==> src/rtl/clock_phase_gen.sv <==
// clock_phase_gen: NUM_CH glitch-free programmable clock dividers driven from one system clock.
// Optional build macro CLKGEN_INVERT_EN adds a per-channel output inversion bit (cfg_inv).
module clock_phase_gen #(
    parameter int NUM_CH = 4,
    parameter int DIV_W  = 4
) (
    input  logic              clock,
    input  logic              reset,
    input  logic              enable,
    input  logic              sync,
    input  logic              cfg_we,
    input  logic [2:0]        cfg_ch,
    input  logic [DIV_W-1:0]  cfg_div,
`ifdef CLKGEN_INVERT_EN
    input  logic              cfg_inv,
`endif
    output logic [NUM_CH-1:0] clk_out,
    output logic [NUM_CH-1:0] tick,
    output logic              cfg_busy,
    output logic              locked
);

    logic [DIV_W-1:0]  cnt_q      [NUM_CH];
    logic [DIV_W-1:0]  cnt_d      [NUM_CH];
    logic [DIV_W-1:0]  div_act_q  [NUM_CH];
    logic [DIV_W-1:0]  div_act_d  [NUM_CH];
    logic [DIV_W-1:0]  div_pend_q [NUM_CH];
    logic [DIV_W-1:0]  div_pend_d [NUM_CH];
    logic [NUM_CH-1:0] raw_q,  raw_d;
    logic [NUM_CH-1:0] pend_q, pend_d;
    logic [NUM_CH-1:0] seen_q, seen_d;
    logic [NUM_CH-1:0] tick_q, tick_d;
    logic              locked_q, locked_d;
    logic [NUM_CH-1:0] we_hit;
    logic [NUM_CH-1:0] at_end;
`ifdef CLKGEN_INVERT_EN
    logic [NUM_CH-1:0] inv_act_q,  inv_act_d;
    logic [NUM_CH-1:0] inv_pend_q, inv_pend_d;
`endif

    // Reset ratio of channel i is /2^(i+1), i.e. half-period minus one = 2^i - 1.
    function automatic logic [DIV_W-1:0] div_default(input int idx);
        return DIV_W'((32'd1 << idx) - 32'd1);
    endfunction

    // A write to a channel number at or above NUM_CH matches no channel and is dropped.
    always_comb begin
        for (int i = 0; i < NUM_CH; i++) begin
            we_hit[i] = cfg_we && (cfg_ch == 3'(i));
            at_end[i] = (cnt_q[i] >= div_act_q[i]);
        end
    end

    always_comb begin
        raw_d  = raw_q;
        pend_d = pend_q;
        seen_d = seen_q;
        tick_d = '0;
`ifdef CLKGEN_INVERT_EN
        inv_act_d  = inv_act_q;
        inv_pend_d = inv_pend_q;
`endif
        for (int i = 0; i < NUM_CH; i++) begin
            cnt_d[i]      = cnt_q[i];
            div_act_d[i]  = div_act_q[i];
            div_pend_d[i] = div_pend_q[i];

            if (sync) begin
                // Realign: every channel restarts low with its newest divide value.
                cnt_d[i]  = '0;
                raw_d[i]  = 1'b0;
                seen_d[i] = 1'b0;
                pend_d[i] = 1'b0;
                if (we_hit[i]) begin
                    div_act_d[i]  = cfg_div;
                    div_pend_d[i] = cfg_div;
`ifdef CLKGEN_INVERT_EN
                    inv_act_d[i]  = cfg_inv;
                    inv_pend_d[i] = cfg_inv;
`endif
                end else if (pend_q[i]) begin
                    div_act_d[i] = div_pend_q[i];
`ifdef CLKGEN_INVERT_EN
                    inv_act_d[i] = inv_pend_q[i];
`endif
                end
            end else begin
                if (enable) begin
                    if (at_end[i]) begin
                        cnt_d[i] = '0;
                        raw_d[i] = ~raw_q[i];
                        if (!raw_q[i]) begin
                            tick_d[i] = 1'b1;
                            seen_d[i] = 1'b1;
                        end else if (pend_q[i]) begin
                            // Swap ratios only as the output falls so no pulse is cut short.
                            div_act_d[i] = div_pend_q[i];
                            pend_d[i]    = 1'b0;
`ifdef CLKGEN_INVERT_EN
                            inv_act_d[i] = inv_pend_q[i];
`endif
                        end
                    end else begin
                        cnt_d[i] = cnt_q[i] + DIV_W'(1);
                    end
                end
                if (we_hit[i]) begin
                    div_pend_d[i] = cfg_div;
                    pend_d[i]     = 1'b1;
`ifdef CLKGEN_INVERT_EN
                    inv_pend_d[i] = cfg_inv;
`endif
                end
            end
        end
        locked_d = (&seen_q) && !(|pend_q) && !(|we_hit) && !sync;
    end

    always_ff @(posedge clock or negedge reset) begin
        if (!reset) begin
            for (int i = 0; i < NUM_CH; i++) begin
                cnt_q[i]      <= '0;
                div_act_q[i]  <= div_default(i);
                div_pend_q[i] <= div_default(i);
            end
            raw_q    <= '0;
            pend_q   <= '0;
            seen_q   <= '0;
            tick_q   <= '0;
            locked_q <= 1'b0;
`ifdef CLKGEN_INVERT_EN
            inv_act_q  <= '0;
            inv_pend_q <= '0;
`endif
        end else begin
            for (int i = 0; i < NUM_CH; i++) begin
                cnt_q[i]      <= cnt_d[i];
                div_act_q[i]  <= div_act_d[i];
                div_pend_q[i] <= div_pend_d[i];
            end
            raw_q    <= raw_d;
            pend_q   <= pend_d;
            seen_q   <= seen_d;
            tick_q   <= tick_d;
            locked_q <= locked_d;
`ifdef CLKGEN_INVERT_EN
            inv_act_q  <= inv_act_d;
            inv_pend_q <= inv_pend_d;
`endif
        end
    end

`ifdef CLKGEN_INVERT_EN
    assign clk_out = raw_q ^ inv_act_q;
`else
    assign clk_out = raw_q;
`endif
    assign tick     = tick_q;
    assign cfg_busy = |pend_q;
    assign locked   = locked_q;

endmodule

==> config.mk <==
export PLATFORM = sky130hd
export DESIGN_NAME = clock_phase_gen
export DESIGN_NICKNAME = d
export VERILOG_FILES = /design/src/rtl/clock_phase_gen.sv
export SDC_FILE = /design/constraint.sdc
export NUM_CORES = 1
export LEC_CHECK = 0
export ABC_AREA = 1
export BUFFER_PORTS_ARGS = -buffer_cell sky130_fd_sc_hd__buf_2
export CORE_UTILIZATION = 53
export CTS_BUF_LIST = sky130_fd_sc_hd__clkbuf_4
export CTS_CLUSTER_SIZE = 25
export DETAILED_ROUTE_END_ITERATION = 12
export PLACE_DENSITY_LB_ADDON = 0.05
export SLEW_MARGIN = 20
export SYNTH_ARGS = -nofsm -noshare
export SYNTH_HDL_FRONTEND = slang
export SYNTH_SLANG_ARGS = --single-unit
==> constraint.sdc <==
create_clock -name clock -period 2.2 [get_ports clock]
set_clock_uncertainty 0.1 [all_clocks]
set_input_delay 0.11 -clock clock [delete_from_list [all_inputs] [get_ports clock]]
set_output_delay 0.11 -clock clock [all_outputs]
set_load 0.05 [all_outputs]
Yosys cells after proc, flatten, opt, wreduce, memory -nomap -nowiden --
Cells that the tools add are included.
Storage, ports and cells: bits in registers 65, input bits 12, output and inout bits 10
Cells by class: add/subtract/negate cells 4, magnitude comparators 4, eq/ne operators 7, mux-type cells 100, bitwise gates (word level) 4, reduce and logical (&&, ||, !) cells 51
Operators by type and width (count):
- $mux W4 | 36
- $mux W1 | 64
- $reduce_and A3 Y1 | 12
- $reduce_bool A3 Y1 | 12
- $reduce_bool A2 Y1 | 9
- $add A4 B1 Y4 const B | 4
- $ge A4 B4 Y1 | 4
- $ne A2 B2 Y1 const B | 4
- $reduce_and A2 Y1 | 4
- $reduce_or A4 Y1 | 2
- $logic_and A1 B1 Y1 | 7
- $eq A3 B2 Y1 const B | 2
- $not A1 Y1 | 4
- $reduce_and A4 Y1 | 1
- $eq A3 B1 Y1 const B | 1
- $logic_not A1 Y1 | 3
- $logic_not A3 Y1 | 1

Longest topological paths before layout --
Gate-level depths: netlist of run 1.
word-level depth 6, depth in mapped cells 11

Least setup slack after synthesis of run 1 --
Ideal clock, no wire load.
path kind flip-flop to flip-flop, from reg div_act_q[5] in the netlist's numbering, to reg div_act_q[6] in the netlist's numbering, arrival time 1.434 ns, setup slack 0.549 ns, stages on the path, launching flop included 11, buffers on the path 0, clock period less this slack 1.651 ns, cells stage by stage dfstp_2 -> inv_1 -> ha_1 -> nand2_1 -> nand2_1 -> nand2_1 -> nand3_1 -> nand3_1 -> nand2_1 -> nand2_1 -> nand2_1
On the way: word-level cells in the longest chain between the ends 3
RTL lines:
- start, declared | RTL line 25 | logic [DIV_W-1:0] div_act_q [NUM_CH];
- start signal, assigned by index | RTL line 123 | div_act_q[i] <= div_default(i);
- start signal, assigned by index | RTL line 138 | div_act_q[i] <= div_act_d[i];
- $ge A4 B4 Y1 | RTL line 50 | at_end[i] = (cnt_q[i] >= div_act_q[i]);
- $reduce_bool A2 Y1 (no source line)
- $reduce_and A3 Y1 (no source line)
No other way between the ends. A chain may end at the register's enable or synchronous reset.

==> results.cfg, run 1 <==
[logic_synthesis]
post_synthesis_net_count = 478
synth_cell_types = 28
synth.yosys.warnings = 0
yosysSeqAreaShare_pct = 45.8
ys_seq_elements = 65
syn_area_mm2 = 0.00358
postSynthCellCount = 446
post_synth.cell_area_avg_um2 = 8.04

[worst_setup_path]
worstReg2RegEnd = div_act_q[6]
worstPathMaxFanout = 8
timing.setup.critical_path_class = in2reg
cp-start-kind = primary input
timing.reg2reg.worst_path_depth = 10
r2r_start = div_act_q[5]
regToRegSetupSlack_ps = 320
cp.arrival_ps = 2170
worst-endpoint-required_ps = 2460
worstSetupEndpoint = div_pend_q[0]
cp-end-kind = flop
critical_path.startpoint = cfg_div[0]

[placed_design]
place_worst_setup_slack_ps = 325
dp_hpwl_mm = 5.47
final_weighted_congestion_in_routability_driven_placement = 0.820
io_buffer_count = 21

[routing]
ant_nets = 0
firstDrtPassIters = 8
first_iter_violations = 112
route.detailed.vias_per_inst = 5.23
finalWirelength_mm = 7.95
drt_drc_violations_left = 4
avgRoutedWirePerCell_um = 14.1
detailroute.via_count = 2949

[power_and_ir_drop]
power_per_cell_area_mw_per_mm2 = 1100
total_leakage_power_nw = 2.09
power.ir.vdd_worst_uv = 695
finalPower_w = 0.00444

[clocking]
cts_sinks = 65
clkSlewWorstSetupHoldPaths_ps = 120
cts_root_buf = sky130_fd_sc_hd__clkbuf_4
cts_made_buffers = 9
postCtsSetupBuffers = 0
h-tree-depth = 3
worst_skew_pair.late_latency_ps = 410
tritoncts = yes
clock_tree.buffer_depth = 2

[finish]
most-common-layout-cells = sky130_fd_sc_hd__nand2_1, sky130_fd_sc_hd__dfrtp_1, sky130_fd_sc_hd__inv_1
antennaDiodeCount = 0
layout-drive-gt1-share_pct = 13.8
layout_commonest_cell = sky130_fd_sc_hd__nand2_1
filler_cells = 567
nets = 514
finalCoreUtilization_pct = 62.8
syn2layout_area_growth_pct = 12.6

[grt]
antenna_violations_before_repair = 0
top_usage_layer = met2
global_routing_usage_on_met2_pct = 38.5
global_route.overflow_total = 0
grt_pass1_wl_mm = 13.5
grt_start_max_net_pins = 44
grt_pass1_vias = 2790
met1_usage_pct = 33.7
grtUsageMet3_pct = 5.21
track_usage_pct = 24.9

[timing]
rsz0062_at_grt = no
fin_crit_ps = 1910
fmaxAchievable_ghz = 0.523
layout_setup_ws_ps = 288
tightestPinTransition_ps = 547
final_max_slew_viol_count = 0
timing.final.crit_share_pct = 86.9
totalNegativeSetupSlack_ps = 0
slew-limit-headroom_pct = 63.5
report.final.hold_viol_count = 0
finalSetupViolations = 0

[floorplan]
floorplan.io_pins = 22
core_area_mm2 = 0.00642
fp.dieArea_mm2 = 0.00710
core.rowCount = 29
die_x_um = 84.2
floorplan.initialDensity_pct = 55.8
die_y_um = 84.2

[run]
cap_viol_max_count = 0

[worst_hold_path]
hold_path_class = in2reg

[run_status]
violated_checks = design-rule violations
run_status = finished, violations left
[what timing repair did]
| item | CTS | global route |
|---|---|---|
| hold buffers | 16 | 0 |
| resized for setup | 0 | 0 |
| endpoints found under the hold margin | 42 | 0 |
[layer usage]
metal | up-vias | part of all wire (%)
li1 | 1515 | -
met1 | 1345 | 47
met2 | 68 | 46
met3 | 21 | 3.7
met4 | 0 | 2.8
met5 | - | 0
[kinds of logic after synthesis]
family / synth area share (%)
muxes: 1.15
AOI/OAI and AO/OA: 6.25
DFF: 45.8
xor gates and xnor gates: 1.71
adders and majority gates: 6.98
buffers and inverters: 7.43
and+or+nand+nor: 30.7
[flip-flops by register name, summed over array words and instances (netlist names)]
register / count
clk_out: 4
cnt_q: 16
div_act_q: 16
div_pend_q: 16
locked: 1
pend_q: 4
seen_q: 4
tick: 4
[how the worst min path moves through the flow]
stage,startpoint,endpoint,slack (ps),cells after the start
after detailed placement,reset,cnt_q[12],30,1
final,cfg_ch[2],locked,30,3
after global routing,cfg_ch[2],locked,1,3
after global placement,reset,cnt_q[12],30,1
after floorplan,reset,clk_out[0],-290,0
after CTS,cfg_ch[2],locked,4,3
[report_power, final]
| part | switching (W) | leakage (nW) | total (W) | internal, W |
|---|---|---|---|---|
| combinational | 0.00120 | 1.19 | 0.00184 | 0.000642 |
| sequential | 0.000229 | 0.824 | 0.00181 | 0.00158 |
| clock | 0.000436 | 0.0698 | 0.000787 | 0.000352 |
| total | 0.00186 | 2.09 | 0.00444 | 0.00258 |
[worst max-delay path: stages]
cell and delay (ps):
sky130_fd_sc_hd__dlygate4sd3_1 530, sky130_fd_sc_hd__buf_2 250, sky130_fd_sc_hd__nand2_1 80, sky130_fd_sc_hd__dlygate4sd3_1 560
sky130_fd_sc_hd__o21ai_1 60, sky130_fd_sc_hd__dlygate4sd3_1 570
[synth_stat cells (all sizes together)]
master,n,area (µm²)
nor3,1,16.3
clkbuf,4,15.0
dfstp,12,315
nand2,153,574
nor4,1,21.3
nor2,32,145
mux2,1,11.3
nand3,37,190
buf,11,63.8
xor2,7,61.3
o21ai,23,115
nand4,15,139
dfrtp,53,1330
a21oi,20,100
a2111oi,1,8.76
inv,50,188
ha,20,250
mux2i,3,30.0
nand3b,1,7.51
or2,1,6.26
[per-stage QoR]
step | hold slack, ps | cells | instance area, µm²
global route | 1.22 | 564 | 4040
CTS | 4.17 | 564 | 4040
floorplan | -286 | 446 | 3580
global placement | 32.3 | 532 | 3740
finish | 31.6 | 564 | 4040
detailed placement | 29.3 | 532 | 3740
[area by class of cell]
class / instances / area (µm²) / share of cell area (%)
multi-input combinational: 316 / 1680 / 41.5
inverter: 50 / 188 / 4.65
clock buffer: 10 / 75.1 / 1.86
tap: 77 / 96.3 / 2.39
timing repair buffer: 40 / 300 / 7.44
clock inverter: 6 / 58.8 / 1.46
sequential: 65 / 1640 / 40.7
Power figures use the tool's default switching activity.
==> run 2, diff against run 1 <==
--- a/config.mk
+++ b/config.mk
@@ -5,7 +5,6 @@
 export SDC_FILE = /design/constraint.sdc
 export NUM_CORES = 1
 export LEC_CHECK = 0
-export ABC_AREA = 1
 export BUFFER_PORTS_ARGS = -buffer_cell sky130_fd_sc_hd__buf_2
 export CORE_UTILIZATION = 53
 export CTS_BUF_LIST = sky130_fd_sc_hd__clkbuf_4
==> run 2 against run 1 <==
  * The flow now finishes without violations
  * Wire length fell by 1.5%
  * Non-clock buffer count fell by 4
  * Global-route usage fell by 1.7 points
  * Largest cell class unchanged
==> results.cfg, run 2 <==
[logic_synthesis]
synthDominantCellAreaShare_pct = 35.2
synth.yosys.warnings = 0
postSynth.asyncResetShare_pct = 100
netlist_top_cells_count = sky130_fd_sc_hd__dfrtp_1, sky130_fd_sc_hd__inv_1, sky130_fd_sc_hd__nand2b_1
synth.area.top_cells = sky130_fd_sc_hd__dfrtp_1, sky130_fd_sc_hd__dfstp_2, sky130_fd_sc_hd__ha_1
syn_area_mm2 = 0.00377
postSynthCellCount = 358
post_synthesis_net_count = 390
yosysSeqAreaShare_pct = 43.6
ys_seq_elements = 65
synth_cell_types = 51
post-synth-top-count-cell = sky130_fd_sc_hd__dfrtp_1
postSynth.topFlopCell = sky130_fd_sc_hd__dfrtp_1
number_of_enable_type_register_cells_in_the_synthesized_netlist = 0
yosys.area.top_type = sky130_fd_sc_hd__dfrtp_1
post_synth.cell_area_avg_um2 = 10.5

[worst_setup_path]
worst-endpoint-required_ps = 2390
worst_path_dominant_cell_family = compound AO/OA/AOI/OAI gates
cp.arrival_ps = 2310
cp-end-kind = flop
crit_chain = inv_1, ha_1, nand2b_1, a2111o_1, a31oi_2, a22oi_1
cp_slowest_stage_delay_ps = 510
cp-start-kind = flop
crit_path_top_delay_cell = sky130_fd_sc_hd__a2111o_1
timing.setup.critical_path_class = reg2reg
cp.buffers_inverters = 1
worstPathMaxFanout = 6

[placed_design]
dp_hpwl_mm = 5.50
number_of_placed_cells_counting_well_taps = 471
final_weighted_congestion_in_routability_driven_placement = 0.773
io_buffer_count = 21

[clocking]
cts_sinks = 65
clock_tree.buffer_depth = 2
cts_root_buf = sky130_fd_sc_hd__clkbuf_4
cts_made_buffers = 9
h-tree-depth = 3
tritoncts = yes
worst_skew_pair.late_latency_ps = 420
clkSlewWorstSetupHoldPaths_ps = 110

[routing]
drt_drc_violations_left = 0
firstDrtPassIters = 4
detailroute.via_count = 2843
finalWirelength_mm = 7.83
ant_nets = 0
route.detailed.vias_per_inst = 5.77
avgRoutedWirePerCell_um = 15.9
first_iter_violations = 89

[timing]
fmaxAchievable_ghz = 0.472
timing.final.crit_share_pct = 96.4
finalSetupViolations = 0
final_max_slew_viol_count = 0
slew-limit-headroom_pct = 57.2
report.final.hold_viol_count = 0
tightestPinTransition_ps = 636
fin_crit_ps = 2120
worst_hold_slack_ps = 50.9

[run_status]
run_status = completed

[floorplan]
fp.dieArea_mm2 = 0.00745
core.rowCount = 30
core_area_mm2 = 0.00683
floorplan.initialDensity_pct = 55.2
die_x_um = 86.3
floorplan.io_pins = 22
die_y_um = 86.3

[grt]
top_usage_layer = met2
grt_pass1_vias = 2697
met1_usage_pct = 32.3
grt_pass1_wl_mm = 13.2
grt_start_max_net_pins = 25
global_route.overflow_total = 0
grtUsageMet3_pct = 3.71
track_usage_pct = 23.2
global_routing_usage_on_met2_pct = 36.0
antenna_violations_before_repair = 0

[finish]
syn2layout_area_growth_pct = 12.5
finalNonFillerCells = 493
antennaDiodeCount = 0
layout-drive-gt1-share_pct = 18.4
nets = 424
most-common-layout-cells = sky130_fd_sc_hd__dfrtp_1, sky130_fd_sc_hd__inv_1, sky130_fd_sc_hd__nand2b_1
largestRegisters = cnt_q: 16 flops, div_act_q: 16 flops, div_pend_q: 16 flops
layout_commonest_cell = sky130_fd_sc_hd__dfrtp_1

[power_and_ir_drop]
total_leakage_power_nw = 1.98
power.ir.vdd_worst_uv = 418
finalPower_w = 0.00329
power_per_cell_area_mw_per_mm2 = 775

[worst_hold_path]
hold_path_class = in2reg

[run]
cap_viol_max_count = 0
==> run 2: final timing paths <==
| path | start | to | slack (ps) | depth (start not counted) |
|---|---|---|---|---|
| max reg2reg | cnt_q[8] | div_act_q[9] | 80 | 6 |
| max | cnt_q[8] | div_act_q[9] | 80 | 6 |
| min reg2reg | div_pend_q[9] | div_pend_q[9] | 390 | 1 |
| min in group asynchronous | reset | cnt_q[12] | 80 | 2 |
| min | cfg_we | pend_q[3] | 50 | 3 |
| max in group asynchronous | reset | div_act_q[0] | 1150 | 3 |
==> run 2: cells by family (layout without fill, tap and decap cells) <==
family	Yosys count	after routing	share of synthesized area (%)
simple gates	96	96	15.9
compound gates	91	91	18.8
flops	65	65	43.6
buf+inv	52	91	5.51
mux	34	34	9.56
fa+ha+maj	20	20	6.64
==> run 2: layout make-up <==
| cell class | count | area [µm²] |
|---|---|---|
| repair buffers | 36 | 233 |
| multi-input cells | 241 | 1930 |
| flip-flops and latches | 65 | 1640 |
| clock buffers | 13 | 97.6 |
| well taps | 96 | 120 |
| fillers | 577 | 2590 |
| clock inverters | 3 | 65.1 |
| inverters | 39 | 146 |
==> run 2: per-stage QoR <==
step	utilization, %	worst slack (ps)	setup TNS, ps	instance area (µm²)
finish	62.0	79.1	0	4240
global route	62.0	-7.44	-11.4	4240
CTS	61.8	11.3	0	4220
detailed placement	58.6	27.0	0	4000
global placement	58.6	93.9	0	4000
floorplan	-	208	0	3770
==> run 2: repair_timing <==
item,4_1_cts,5_1_grt
hold endpoints to repair,44,0
setup endpoints to repair,0,11
gates resized for setup,0,2
setup buffers,0,0
hold buffers,6,0
==> run 2: power breakdown <==
group          internal, W  total [W]  switching, W
Clock             0.000512   0.000949      0.000437
Sequential         0.00142    0.00151     0.0000923
Combinational     0.000337   0.000829      0.000491
Total              0.00227    0.00329       0.00102
==> run 2: metal layers <==
metal | up-vias | wire length, µm
li1 | 1382 | -
met1 | 1399 | 3900
met2 | 53 | 3560
met3 | 9 | 253
met4 | 0 | 119
met5 | - | 0
==> run 2: worst register-to-register path, delay by kind of cell, from the launching register on <==
family | cells | cell delay (ps)
flops | 1 | 410
compound gates | 3 | 950
simple gates | 1 | 160
fa+ha+maj | 1 | 290
buf+inv | 1 | 70
